[src/rtl/dm_arbiter_pkg.sv]
// Shared encodings for the data-memory arbiter: DM strobe levels,
// read-owner tags and the default starvation limit.
package dm_arbiter_pkg;

  localparam logic DM_R_ON  = 1'b1;
  localparam logic DM_R_OFF = 1'b0;
  localparam logic DM_W_ON  = 1'b1;
  localparam logic DM_W_OFF = 1'b0;

  typedef enum logic [1:0] {
    DMARB_OWNER_NONE = 2'b00,
    DMARB_OWNER_P0   = 2'b01,
    DMARB_OWNER_P1   = 2'b10
  } dmarb_owner_e;

  localparam int unsigned DMARB_STARVE_DEF = 4;
  localparam int unsigned DMARB_CNT_W      = 8;

endpackage

[src/rtl/dm_arbiter_if.sv]
// One requester port of the DM arbiter. The requester uses master, the
// arbiter uses slave.
interface dm_arbiter_if #(
  parameter int AW = 32,
  parameter int DW = 32
);
  logic          req;
  logic          we;
  logic [AW-1:0] addr;
  logic [DW-1:0] wdata;
  logic          gnt;
  logic          rvalid;
  logic [DW-1:0] rdata;
  logic          stall;

  modport master (output req, we, addr, wdata, input gnt, rvalid, rdata, stall);
  modport slave  (input req, we, addr, wdata, output gnt, rvalid, rdata, stall);
endinterface

[src/rtl/dm_arb_starve_ctr.sv]
// Saturating counter of consecutive cycles port 1 has been denied.
// o_at_limit forces port 1 through on the next arbitration.
module dm_arb_starve_ctr
  import dm_arbiter_pkg::*;
#(
  parameter int unsigned LIMIT = DMARB_STARVE_DEF
) (
  input  logic                   clk,
  input  logic                   rst,
  input  logic                   i_inc,
  input  logic                   i_clr,
  output logic [DMARB_CNT_W-1:0] o_cnt,
  output logic                   o_at_limit
);
  localparam logic [DMARB_CNT_W-1:0] LIM = DMARB_CNT_W'(LIMIT);

  logic [DMARB_CNT_W-1:0] r_cnt;

  // count denied cycles, holding at LIMIT until port 1 is served or drops
  always_ff @(posedge clk) begin
    if (rst || i_clr)               r_cnt <= '0;
    else if (i_inc && r_cnt != LIM) r_cnt <= r_cnt + 1'b1;
  end

  assign o_cnt      = r_cnt;
  assign o_at_limit = (r_cnt == LIM);
endmodule

[src/rtl/dm_arbiter.sv]
// Two-port arbiter for the single-port data memory (registered read,
// 1-cycle latency). Port 0 (MEM stage) has priority; port 1 is forced
// through after STARVE_LIMIT consecutive denials. Grant and DM drive are
// combinational; read ownership and starvation count are registered.
module dm_arbiter
  import dm_arbiter_pkg::*;
#(
  parameter int          AW           = 32,
  parameter int          DW           = 32,
  parameter int unsigned STARVE_LIMIT = DMARB_STARVE_DEF
) (
  input  logic          clk,
  input  logic          rst,
  dm_arbiter_if.slave   p0,
  dm_arbiter_if.slave   p1,
  output logic [AW-1:0] o_dm_addr,
  output logic [DW-1:0] o_dm_din,
  output logic          o_dm_r,
  output logic          o_dm_w,
  input  logic [DW-1:0] i_dm_dout
);
  logic                   w_force1;
  logic                   w_p0_win;
  logic                   w_p1_win;
  logic                   w_p0_rvalid;
  logic                   w_p1_rvalid;
  logic [DMARB_CNT_W-1:0] w_starve_cnt;
  dmarb_owner_e           r_rd_owner;
  logic [DW-1:0]          r_p0_rdata;
  logic [DW-1:0]          r_p1_rdata;

  dm_arb_starve_ctr #(.LIMIT(STARVE_LIMIT)) u_starve (
    .clk        (clk),
    .rst        (rst),
    .i_inc      (p1.req & ~w_p1_win),
    .i_clr      (~p1.req | w_p1_win),
    .o_cnt      (w_starve_cnt),
    .o_at_limit (w_force1)
  );

  // pick at most one winner and steer its address/data onto the DM; reset gates everything off
  always_comb begin
    w_p1_win  = ~rst & p1.req & (~p0.req | w_force1);
    w_p0_win  = ~rst & p0.req & ~w_p1_win;
    o_dm_addr = '0;
    o_dm_din  = '0;
    o_dm_r    = DM_R_OFF;
    o_dm_w    = DM_W_OFF;
    if (w_p1_win) begin
      o_dm_addr = p1.addr;
      o_dm_din  = p1.wdata;
      o_dm_r    = p1.we ? DM_R_OFF : DM_R_ON;
      o_dm_w    = p1.we ? DM_W_ON  : DM_W_OFF;
    end else if (w_p0_win) begin
      o_dm_addr = p0.addr;
      o_dm_din  = p0.wdata;
      o_dm_r    = p0.we ? DM_R_OFF : DM_R_ON;
      o_dm_w    = p0.we ? DM_W_ON  : DM_W_OFF;
    end
  end

  // remember who issued this cycle's read so next cycle's dm_dout is routed to it
  always_ff @(posedge clk) begin
    if (rst)                     r_rd_owner <= DMARB_OWNER_NONE;
    else if (w_p1_win && !p1.we) r_rd_owner <= DMARB_OWNER_P1;
    else if (w_p0_win && !p0.we) r_rd_owner <= DMARB_OWNER_P0;
    else                         r_rd_owner <= DMARB_OWNER_NONE;
  end

  assign w_p0_rvalid = ~rst & (r_rd_owner == DMARB_OWNER_P0);
  assign w_p1_rvalid = ~rst & (r_rd_owner == DMARB_OWNER_P1);

  // each port keeps its last returned word while the other port is being served
  always_ff @(posedge clk) begin
    if (rst) begin
      r_p0_rdata <= '0;
      r_p1_rdata <= '0;
    end else begin
      if (w_p0_rvalid) r_p0_rdata <= i_dm_dout;
      if (w_p1_rvalid) r_p1_rdata <= i_dm_dout;
    end
  end

  assign p0.gnt    = w_p0_win;
  assign p1.gnt    = w_p1_win;
  assign p0.stall  = ~rst & p0.req & ~w_p0_win;
  assign p1.stall  = ~rst & p1.req & ~w_p1_win;
  assign p0.rvalid = w_p0_rvalid;
  assign p1.rvalid = w_p1_rvalid;
  assign p0.rdata  = w_p0_rvalid ? i_dm_dout : r_p0_rdata;
  assign p1.rdata  = w_p1_rvalid ? i_dm_dout : r_p1_rdata;

  // a waiting requester must hold its request unchanged until granted
  a_p0_hold: assert property (@(posedge clk) disable iff (rst)
    (p0.req && !p0.gnt) |=> (p0.req && $stable({p0.we, p0.addr, p0.wdata})));
  a_p1_hold: assert property (@(posedge clk) disable iff (rst)
    (p1.req && !p1.gnt) |=> (p1.req && $stable({p1.we, p1.addr, p1.wdata})));

endmodule
[src/flat_wrapper.sv]
// flat-port wrapper written by rule: the top's interface ports become plain ports
module dm_arbiter_flat import dm_arbiter_pkg::*;
#(
  parameter int          AW           = 32,
  parameter int          DW           = 32,
  parameter int unsigned STARVE_LIMIT = DMARB_STARVE_DEF
)
  (clk, rst, o_dm_addr, o_dm_din, o_dm_r, o_dm_w, i_dm_dout, p0_req, p0_we, p0_addr, p0_wdata, p0_gnt, p0_rvalid, p0_rdata, p0_stall, p1_req, p1_we, p1_addr, p1_wdata, p1_gnt, p1_rvalid, p1_rdata, p1_stall);
  dm_arbiter_if #(.AW(AW), .DW(DW)) p0_i ();
  dm_arbiter_if #(.AW(AW), .DW(DW)) p1_i ();
  input  logic clk;
  input  logic rst;
  output logic [AW-1:0] o_dm_addr;
  output logic [DW-1:0] o_dm_din;
  output logic o_dm_r;
  output logic o_dm_w;
  input  logic [DW-1:0] i_dm_dout;
  input wire logic [$bits(p0_i.req)-1:0] p0_req;
  input wire logic [$bits(p0_i.we)-1:0] p0_we;
  input wire logic [$bits(p0_i.addr)-1:0] p0_addr;
  input wire logic [$bits(p0_i.wdata)-1:0] p0_wdata;
  output wire logic [$bits(p0_i.gnt)-1:0] p0_gnt;
  output wire logic [$bits(p0_i.rvalid)-1:0] p0_rvalid;
  output wire logic [$bits(p0_i.rdata)-1:0] p0_rdata;
  output wire logic [$bits(p0_i.stall)-1:0] p0_stall;
  input wire logic [$bits(p1_i.req)-1:0] p1_req;
  input wire logic [$bits(p1_i.we)-1:0] p1_we;
  input wire logic [$bits(p1_i.addr)-1:0] p1_addr;
  input wire logic [$bits(p1_i.wdata)-1:0] p1_wdata;
  output wire logic [$bits(p1_i.gnt)-1:0] p1_gnt;
  output wire logic [$bits(p1_i.rvalid)-1:0] p1_rvalid;
  output wire logic [$bits(p1_i.rdata)-1:0] p1_rdata;
  output wire logic [$bits(p1_i.stall)-1:0] p1_stall;
  assign p0_i.req = p0_req;
  assign p0_i.we = p0_we;
  assign p0_i.addr = p0_addr;
  assign p0_i.wdata = p0_wdata;
  assign p0_gnt = p0_i.gnt;
  assign p0_rvalid = p0_i.rvalid;
  assign p0_rdata = p0_i.rdata;
  assign p0_stall = p0_i.stall;
  assign p1_i.req = p1_req;
  assign p1_i.we = p1_we;
  assign p1_i.addr = p1_addr;
  assign p1_i.wdata = p1_wdata;
  assign p1_gnt = p1_i.gnt;
  assign p1_rvalid = p1_i.rvalid;
  assign p1_rdata = p1_i.rdata;
  assign p1_stall = p1_i.stall;
  dm_arbiter #(.AW(AW), .DW(DW), .STARVE_LIMIT(STARVE_LIMIT)) u_core (.clk(clk), .rst(rst), .p0(p0_i), .p1(p1_i), .o_dm_addr(o_dm_addr), .o_dm_din(o_dm_din), .o_dm_r(o_dm_r), .o_dm_w(o_dm_w), .i_dm_dout(i_dm_dout));
endmodule
[config.mk]
export PLATFORM = sky130hd
export DESIGN_NAME = dm_arbiter_flat
export DESIGN_NICKNAME = d
export VERILOG_FILES = /design/src/rtl/dm_arbiter_pkg.sv /design/src/rtl/dm_arbiter_if.sv /design/src/rtl/dm_arb_starve_ctr.sv /design/src/rtl/dm_arbiter.sv /design/src/flat_wrapper.sv
export SDC_FILE = /design/constraint.sdc
export NUM_CORES = 1
export LEC_CHECK = 0
export CORE_AREA = 2 2 119 121
export DETAILED_ROUTE_END_ITERATION = 10
export DIE_AREA = 0 0 121 123
export PLACE_DENSITY = 0.7
export SLEW_MARGIN = 10
export SYNTH_ARGS = -nofsm -noshare
export SYNTH_HDL_FRONTEND = slang
export SYNTH_SLANG_ARGS = --single-unit
[constraint.sdc]
create_clock -name clk -period 3.65 [get_ports clk]
set_input_delay 0.5475 -clock clk [delete_from_list [all_inputs] [get_ports clk]]
set_output_delay 0.5475 -clock clk [all_outputs]
set_load 0.05 [all_outputs]
==> impl_metrics.tcl, run 1 <==
set metrics [dict create \
    slowest_stage "clkdlybuf4s50_1" \
    p_per_area_mw_per_mm2 328 \
    hold_class "flip-flop to flip-flop" \
    h-tree-depth 3 \
    max-vdd-ir-drop_mv 0.204 \
    wl_per_cell_microns 18.6 \
    switchingPower_uw 741 \
    required_ns 3.10 \
    post-route-min-period_ns 3.34 \
    clock-sinks 74 \
    p_int_uw 1840 \
    max_freq_mhz 299 \
    post-cts-setup-buffers 0 \
    synth-seq-area-share_pct 39.4 \
    root_buffer "clkbuf_16" \
    setup_ws_ns 0.309 \
    die_w_microns 121 \
    postCtsHoldBufs 0 \
    placed_cell_area_sq_mm 0.00756 \
    nets 801 \
    cts_buffers 9 \
    synth_edf_count 0 \
    path_class "flip-flop to output port" \
    place_ws_ns 0.524 \
    max_cap_viol_count 0 \
    grt_pass1_wl_microns 22300 \
    finalPower_uw 2580 \
    core_area_sq_mm 0.0136 \
    rsz0062_at_grt "false" \
    cts_tree "yes" \
    path_clk_slew_ns 0.06 \
    setup_viol 0 \
    synth_cell_type_count 33 \
    synthArstFlopShare_pct 0 \
    slew_headroom_pct 53.7 \
    max_slew.worst_pin.slew_ns 0.692 \
    synth_top_area_share_pct 39.4 \
    crit_arrival_ns 2.79 \
    clkPwrFrac_pct 36.0 \
    fill_cells 1109 \
    synth_area_leaders "dfxtp_1 39%, mux2_2 19%, a32o_1 17%" \
    rows 43 \
    p_comb_share_pct 32.1 \
    final_area_sq_mm 0.00788 \
    route.antenna.remaining_nets 0 \
    synthToLayoutAreaGrowth_pct 110 \
    io_pins 302 \
    cpMostUsedCell "inv_1" \
    dieArea_sq_mm 0.0149 \
    status "completed" \
    switching_share_pct 28.7 \
    clock-skew-final_ns 0.00983 \
    grt_max_degree 67 \
    grt_pass1_vias 4116 \
    vias 4030 \
    antenna_found_initial 2 \
    drtIter0Drc 162 \
    final_layout_size_suffix_gt1_share_pct 26.3 \
    syn_nets 517 \
    start_kind "flip-flop" \
    p_leak_uw 0.00300 \
    grtUsageTotal_pct 19.1 \
    netlist_top_cells_count "74 x dfxtp_1, 66 x nor2b_1, 65 x a32o_1" \
    sequentialPowerShare_pct 31.9 \
    cp-end-kind "output port" \
    synth_most_common_cell "dfxtp_1" \
    grt_overflow 0 \
    synth_area_sq_mm 0.00376 \
    synth_seq_cells 74 \
    synth.largest_area_cell "dfxtp_1" \
    crit_path_cell_trace "inv_1, ha_1, or3b_2, o211ai_1, inv_1, clkdlybuf4s50_1" \
    start_util_pct 27.6 \
    clockBufferDepth 2 \
    drt_pre_antenna_iters 4 \
    synthFlopType "dfxtp_1" \
    final.period_utilization_pct 91.5 \
    drv_slew 0 \
    ys.warnings.count 0 \
    dieHeight_microns 123 \
    hpwlAfterDp_microns 11900 \
    gp_congestion 0.759 \
    cp_slowest_stage_delay_ns 0.73 \
    route.detailed.drc 0 \
    post-route-util_pct 57.9 \
    critPathMaxFanout 8 \
    drt_wl_total_microns 15200 \
    fin_setup_tns_ns 0 \
    netlist_instances 349 \
    cts_resized 0 \
    drt-vias-per-instance 4.92 \
    portBuffers 301 \
    worstSkewPairLatency_ns 0.32 \
    avgSynthCellArea_sq_um 10.8 \
    hold_viol 0 \
]
[per-layer routing]
metal  track usage (%)  vias up  wire, microns  part of all wire (%)
li1                  -     1885              -                     -
met1              21.5     1980           5680                    37
met2              35.5      154           8340                    55
met3              5.81       11           1060                   7.0
met4              3.49        0            137                  0.90
met5                 0        -              0                     0
[registers in the layout (all words and copies together), names as in the netlist]
register / count
u_core.r_p0_rdata: 32
u_core.r_p1_rdata: 32
u_core.u_starve.o_cnt: 8
u_core.r_rd_owner: 2
[worst max-delay path, delay by kind of cell (launching register included)]
kind / cells / cell delay (ns)
buf+inv: 3 / 0.89
fa+ha+maj: 1 / 0.15
compound gates: 1 / 0.59
flops: 1 / 0.34
simple gates: 1 / 0.50
[path summary, 6_finish.rpt]
kind	start	end	slack, ns	depth (start not counted)
min reg2reg	u_core.u_starve.o_cnt[0]	u_core.u_starve.o_cnt[0]	0.48	1
max	u_core.u_starve.o_cnt[0]	p1_stall	0.31	6
min	u_core.u_starve.o_cnt[0]	u_core.u_starve.o_cnt[0]	0.48	1
max reg2reg	u_core.u_starve.o_cnt[0]	u_core.u_starve.o_cnt[7]	1.73	5
[kinds of logic after synthesis]
group           count (synthesis)  share of synthesized area, %
compound gates                 77                          19.4
xor+xnor                        3                         0.699
fa+ha+maj                       2                         0.665
buf+inv                        40                          5.69
flops                          74                          39.4
mux                            64                          19.2
simple gates                   89                          15.0
[power by group through the flow]
stage	combinational, uW	sequential, uW	clock [uW]
2_1_floorplan	375	841	0
4_1_cts	835	825	956
3_3_place_gp	822	842	0
3_5_place_dp	831	843	0
5_1_grt	860	825	996
6_report	830	825	930
[through the flow]
step | instances | hold slack, ns
2_1_floorplan | 349 | 0.441
3_3_place_gp | 802 | 0.461
3_5_place_dp | 802 | 0.472
4_1_cts | 818 | 0.489
5_1_grt | 818 | 0.531
6_report | 819 | 0.481
[area by class of cell]
cell class | instances | area, sq um | share of cell area (%)
well taps | 180 | 225 | 2.86
inverters | 5 | 18.8 | 0.238
repair buffers | 308 | 3740 | 47.5
clock inverters | 5 | 86.3 | 1.10
diodes | 1 | 2.50 | 0.0318
flip-flops and latches | 74 | 1480 | 18.8
multi-input cells | 235 | 2090 | 26.6
clock buffers | 11 | 233 | 2.95
[cell usage in the layout, fill, tap and decap left out, types with 2 or more instances in the layout]
cell / count
clkdlybuf4s50_1: 226
dfxtp_1: 74
buf_12: 69
nor2b_1: 65
a32o_1: 65
mux2_2: 64
buf_4: 12
clkbuf_16: 9
nor2_1: 6
inv_1: 4
a21oi_1: 3
nor3b_4: 2
and3_1: 2
o211ai_1: 2
nand2_1: 2
nand3_1: 2
o21ai_0: 2
or3_1: 2
xnor2_1: 2
ha_1: 2
clkbuf_1: 2
clkinv_4: 2
bufinv_16: 2
Note: power is estimated with default switching activity, not from simulation.
==> inputs of run 2 (changes only) <==
--- a/config.mk
+++ b/config.mk
@@ -13,3 +13,4 @@
 export SYNTH_ARGS = -nofsm -noshare
 export SYNTH_HDL_FRONTEND = slang
 export SYNTH_SLANG_ARGS = --single-unit
+export TNS_END_PERCENT = 10
==> results of run 2 <==
Final layout, timing and power as in run 1 (identical DEF).
==> inputs of run 3 (changes only) <==
--- a/config.mk
+++ b/config.mk
@@ -5,10 +5,10 @@
 export SDC_FILE = /design/constraint.sdc
 export NUM_CORES = 1
 export LEC_CHECK = 0
-export CORE_AREA = 2 2 119 121
+export CORE_AREA = 2 2 117 119
 export DETAILED_ROUTE_END_ITERATION = 10
-export DIE_AREA = 0 0 121 123
-export PLACE_DENSITY = 0.7
+export DIE_AREA = 0 0 119 121
+export PLACE_DENSITY = 0.72
 export SLEW_MARGIN = 10
 export SYNTH_ARGS = -nofsm -noshare
 export SYNTH_HDL_FRONTEND = slang
==> constraint.sdc (replaced) <==
create_clock -name clk -period 3.24 [get_ports clk]
set_input_delay 0.486 -clock clk [delete_from_list [all_inputs] [get_ports clk]]
set_output_delay 0.486 -clock clk [all_outputs]
set_load 0.05 [all_outputs]
==> run 3 against run 2 <==
Effect of this change:
- worst hold slack improved by 0.016 ns
- die area decreased by 3.3%
- sequential share of layout area increased by 0.22 points
- routed wire length increased by 5.4%
- non-clock buffer count increased by 4
- critical endpoint is now o_dm_addr[19]
==> impl_metrics.tcl, run 3 (same netlist as run 1, synthesis figures left out) <==
set metrics [dict create \
    status "completed" \
    post-cts-setup-buffers 0 \
    grt_pass1_vias 4261 \
    cts_buffers 9 \
    worstSkewPairLatency_ns 0.33 \
    p_int_uw 2060 \
    max_freq_mhz 339 \
    portBuffers 301 \
    core_area_sq_mm 0.0131 \
    drv_slew 0 \
    path_clk_slew_ns 0.05 \
    start_util_pct 28.7 \
    hpwlAfterDp_microns 12700 \
    p_leak_uw 0.00310 \
    io_pins 302 \
    setup_viol 0 \
    layout_commonest_cell "clkdlybuf4s50_1" \
    slew_headroom_pct 52.2 \
    rows 42 \
    clock-sinks 74 \
    die_w_microns 119 \
    clkPwrFrac_pct 35.4 \
    grt_pass1_wl_microns 23600 \
    max-vdd-ir-drop_mv 0.280 \
    hold_viol 0 \
    root_buffer "clkbuf_16" \
    holdCritStartpoint "u_core.u_starve.o_cnt[0]" \
    min_path_cells 1 \
    cts_tree "yes" \
    hold_end "u_core.u_starve.o_cnt[0]" \
    cp-end-kind "output port" \
    dieArea_sq_mm 0.0144 \
    clock-skew-final_ns 0.00442 \
    max_slew.worst_pin.slew_ns 0.713 \
    cts_resized 0 \
    timing.rr.end "u_core.r_p0_rdata[23]" \
    drtIter0Drc 240 \
    layout_common_cells "185 x clkdlybuf4s50_1, 74 x dfxtp_1, 69 x buf_12" \
    place_inst 802 \
    rsz0062_at_grt "false" \
    r2r_cells 4 \
    fin_cells 819 \
    wl_per_cell_microns 19.6 \
    final_layout_size_suffix_gt1_share_pct 32.9 \
    antenna_found_initial 2 \
    fin_hold_ws_ns 0.497 \
    final.period_utilization_pct 91.1 \
    register_area_sq_mm 0.00148 \
    critPathMaxFanout 40 \
    dieHeight_microns 121 \
    grt_max_degree 67 \
    gp_congestion 0.868 \
    grt_overflow 0 \
    p_per_area_mw_per_mm2 371 \
    h-tree-depth 3 \
    drt_pre_antenna_iters 4 \
    clockBufferDepth 2 \
    drt-vias-per-instance 5.00 \
    p_comb_share_pct 32.4 \
    switching_share_pct 28.5 \
    synthToLayoutAreaGrowth_pct 107 \
    drt_wl_total_microns 16000 \
    max_cap_viol_count 0 \
    r2r-start "u_core.r_rd_owner[0]" \
    path_class "flip-flop to output port" \
    crit_arrival_ns 2.47 \
    sequentialPowerShare_pct 32.2 \
    route.detailed.drc 0 \
    route.antenna.remaining_nets 0 \
    r2r_slack_ns 1.16 \
    post-route-min-period_ns 2.95 \
    switchingPower_uw 822 \
    fill_cells 1090 \
    multi_input_area_sq_mm 0.00209 \
    grtUsageTotal_pct 21.1 \
    required_ns 2.75 \
    postCtsHoldBufs 0 \
    hold_class "flip-flop to flip-flop" \
    fin_setup_tns_ns 0 \
    post-route-util_pct 59.5 \
    start_kind "flip-flop" \
    nets 805 \
    vias 4099 \
]
==> run 3: worst max-delay path by stage <==
stage / to / cells after the start / slack (ns) / start
after floorplan: o_dm_din[22] / 7 / 0.68 / u_core.u_starve.o_cnt[0]
after global placement: o_dm_din[28] / 7 / 0.35 / p1_req
after detailed placement: o_dm_din[31] / 7 / 0.33 / p1_req
after CTS: p1_rdata[20] / 3 / 0.30 / u_core.r_rd_owner[1]
after global routing: o_dm_addr[19] / 7 / 0.18 / u_core.u_starve.o_cnt[0]
final: o_dm_addr[19] / 7 / 0.29 / u_core.u_starve.o_cnt[0]
==> run 3: through the flow <==
step / total power (uW) / area, sq um / setup WS (ns)
2_1_floorplan: 1370 / 3760 / 0.679
3_3_place_gp: 1880 / 7480 / 0.351
3_5_place_dp: 1890 / 7480 / 0.331
4_1_cts: 2920 / 7780 / 0.297
5_1_grt: 2990 / 7780 / 0.184
6_report: 2890 / 7780 / 0.288
==> run 3: worst max-delay path, cell delays in order, from the launching register on <==
cell and delay (ns):
dfxtp_1 0.35, inv_1 0.07, ha_1 0.15, or3b_2 0.50, o21ai_4 0.15, buf_4 0.40
a32o_1 0.34, buf_12 0.17
==> run 3: area by class of cell <==
class                      count  area share [%]
timing repair buffer         312            47.1
multi-input combinational    235            26.9
sequential                    74            19.0
clock buffer                  12            3.04
tap                          176            2.83
clock inverter                 3           0.836
inverter                       5           0.241
antenna                        2          0.0643
==> run 3: power by group through the flow <==
| stage | Sequential (uW) | Combinational (uW) | Clock (uW) |
|---|---|---|---|
| floorplan | 947 | 422 | 0 |
| global placement | 948 | 930 | 0 |
| detailed placement | 949 | 936 | 0 |
| CTS | 929 | 941 | 1050 |
| global route | 930 | 973 | 1080 |
| finish | 929 | 936 | 1020 |
==> run 3: metal layers <==
metal  wire [microns]  GRT usage, %  up-vias
li1                 -             -     1891
met1             6130          24.2     1962
met2             7910          36.0      223
met3             1710          8.41       21
met4              278          6.55        2
met5               13             0        -
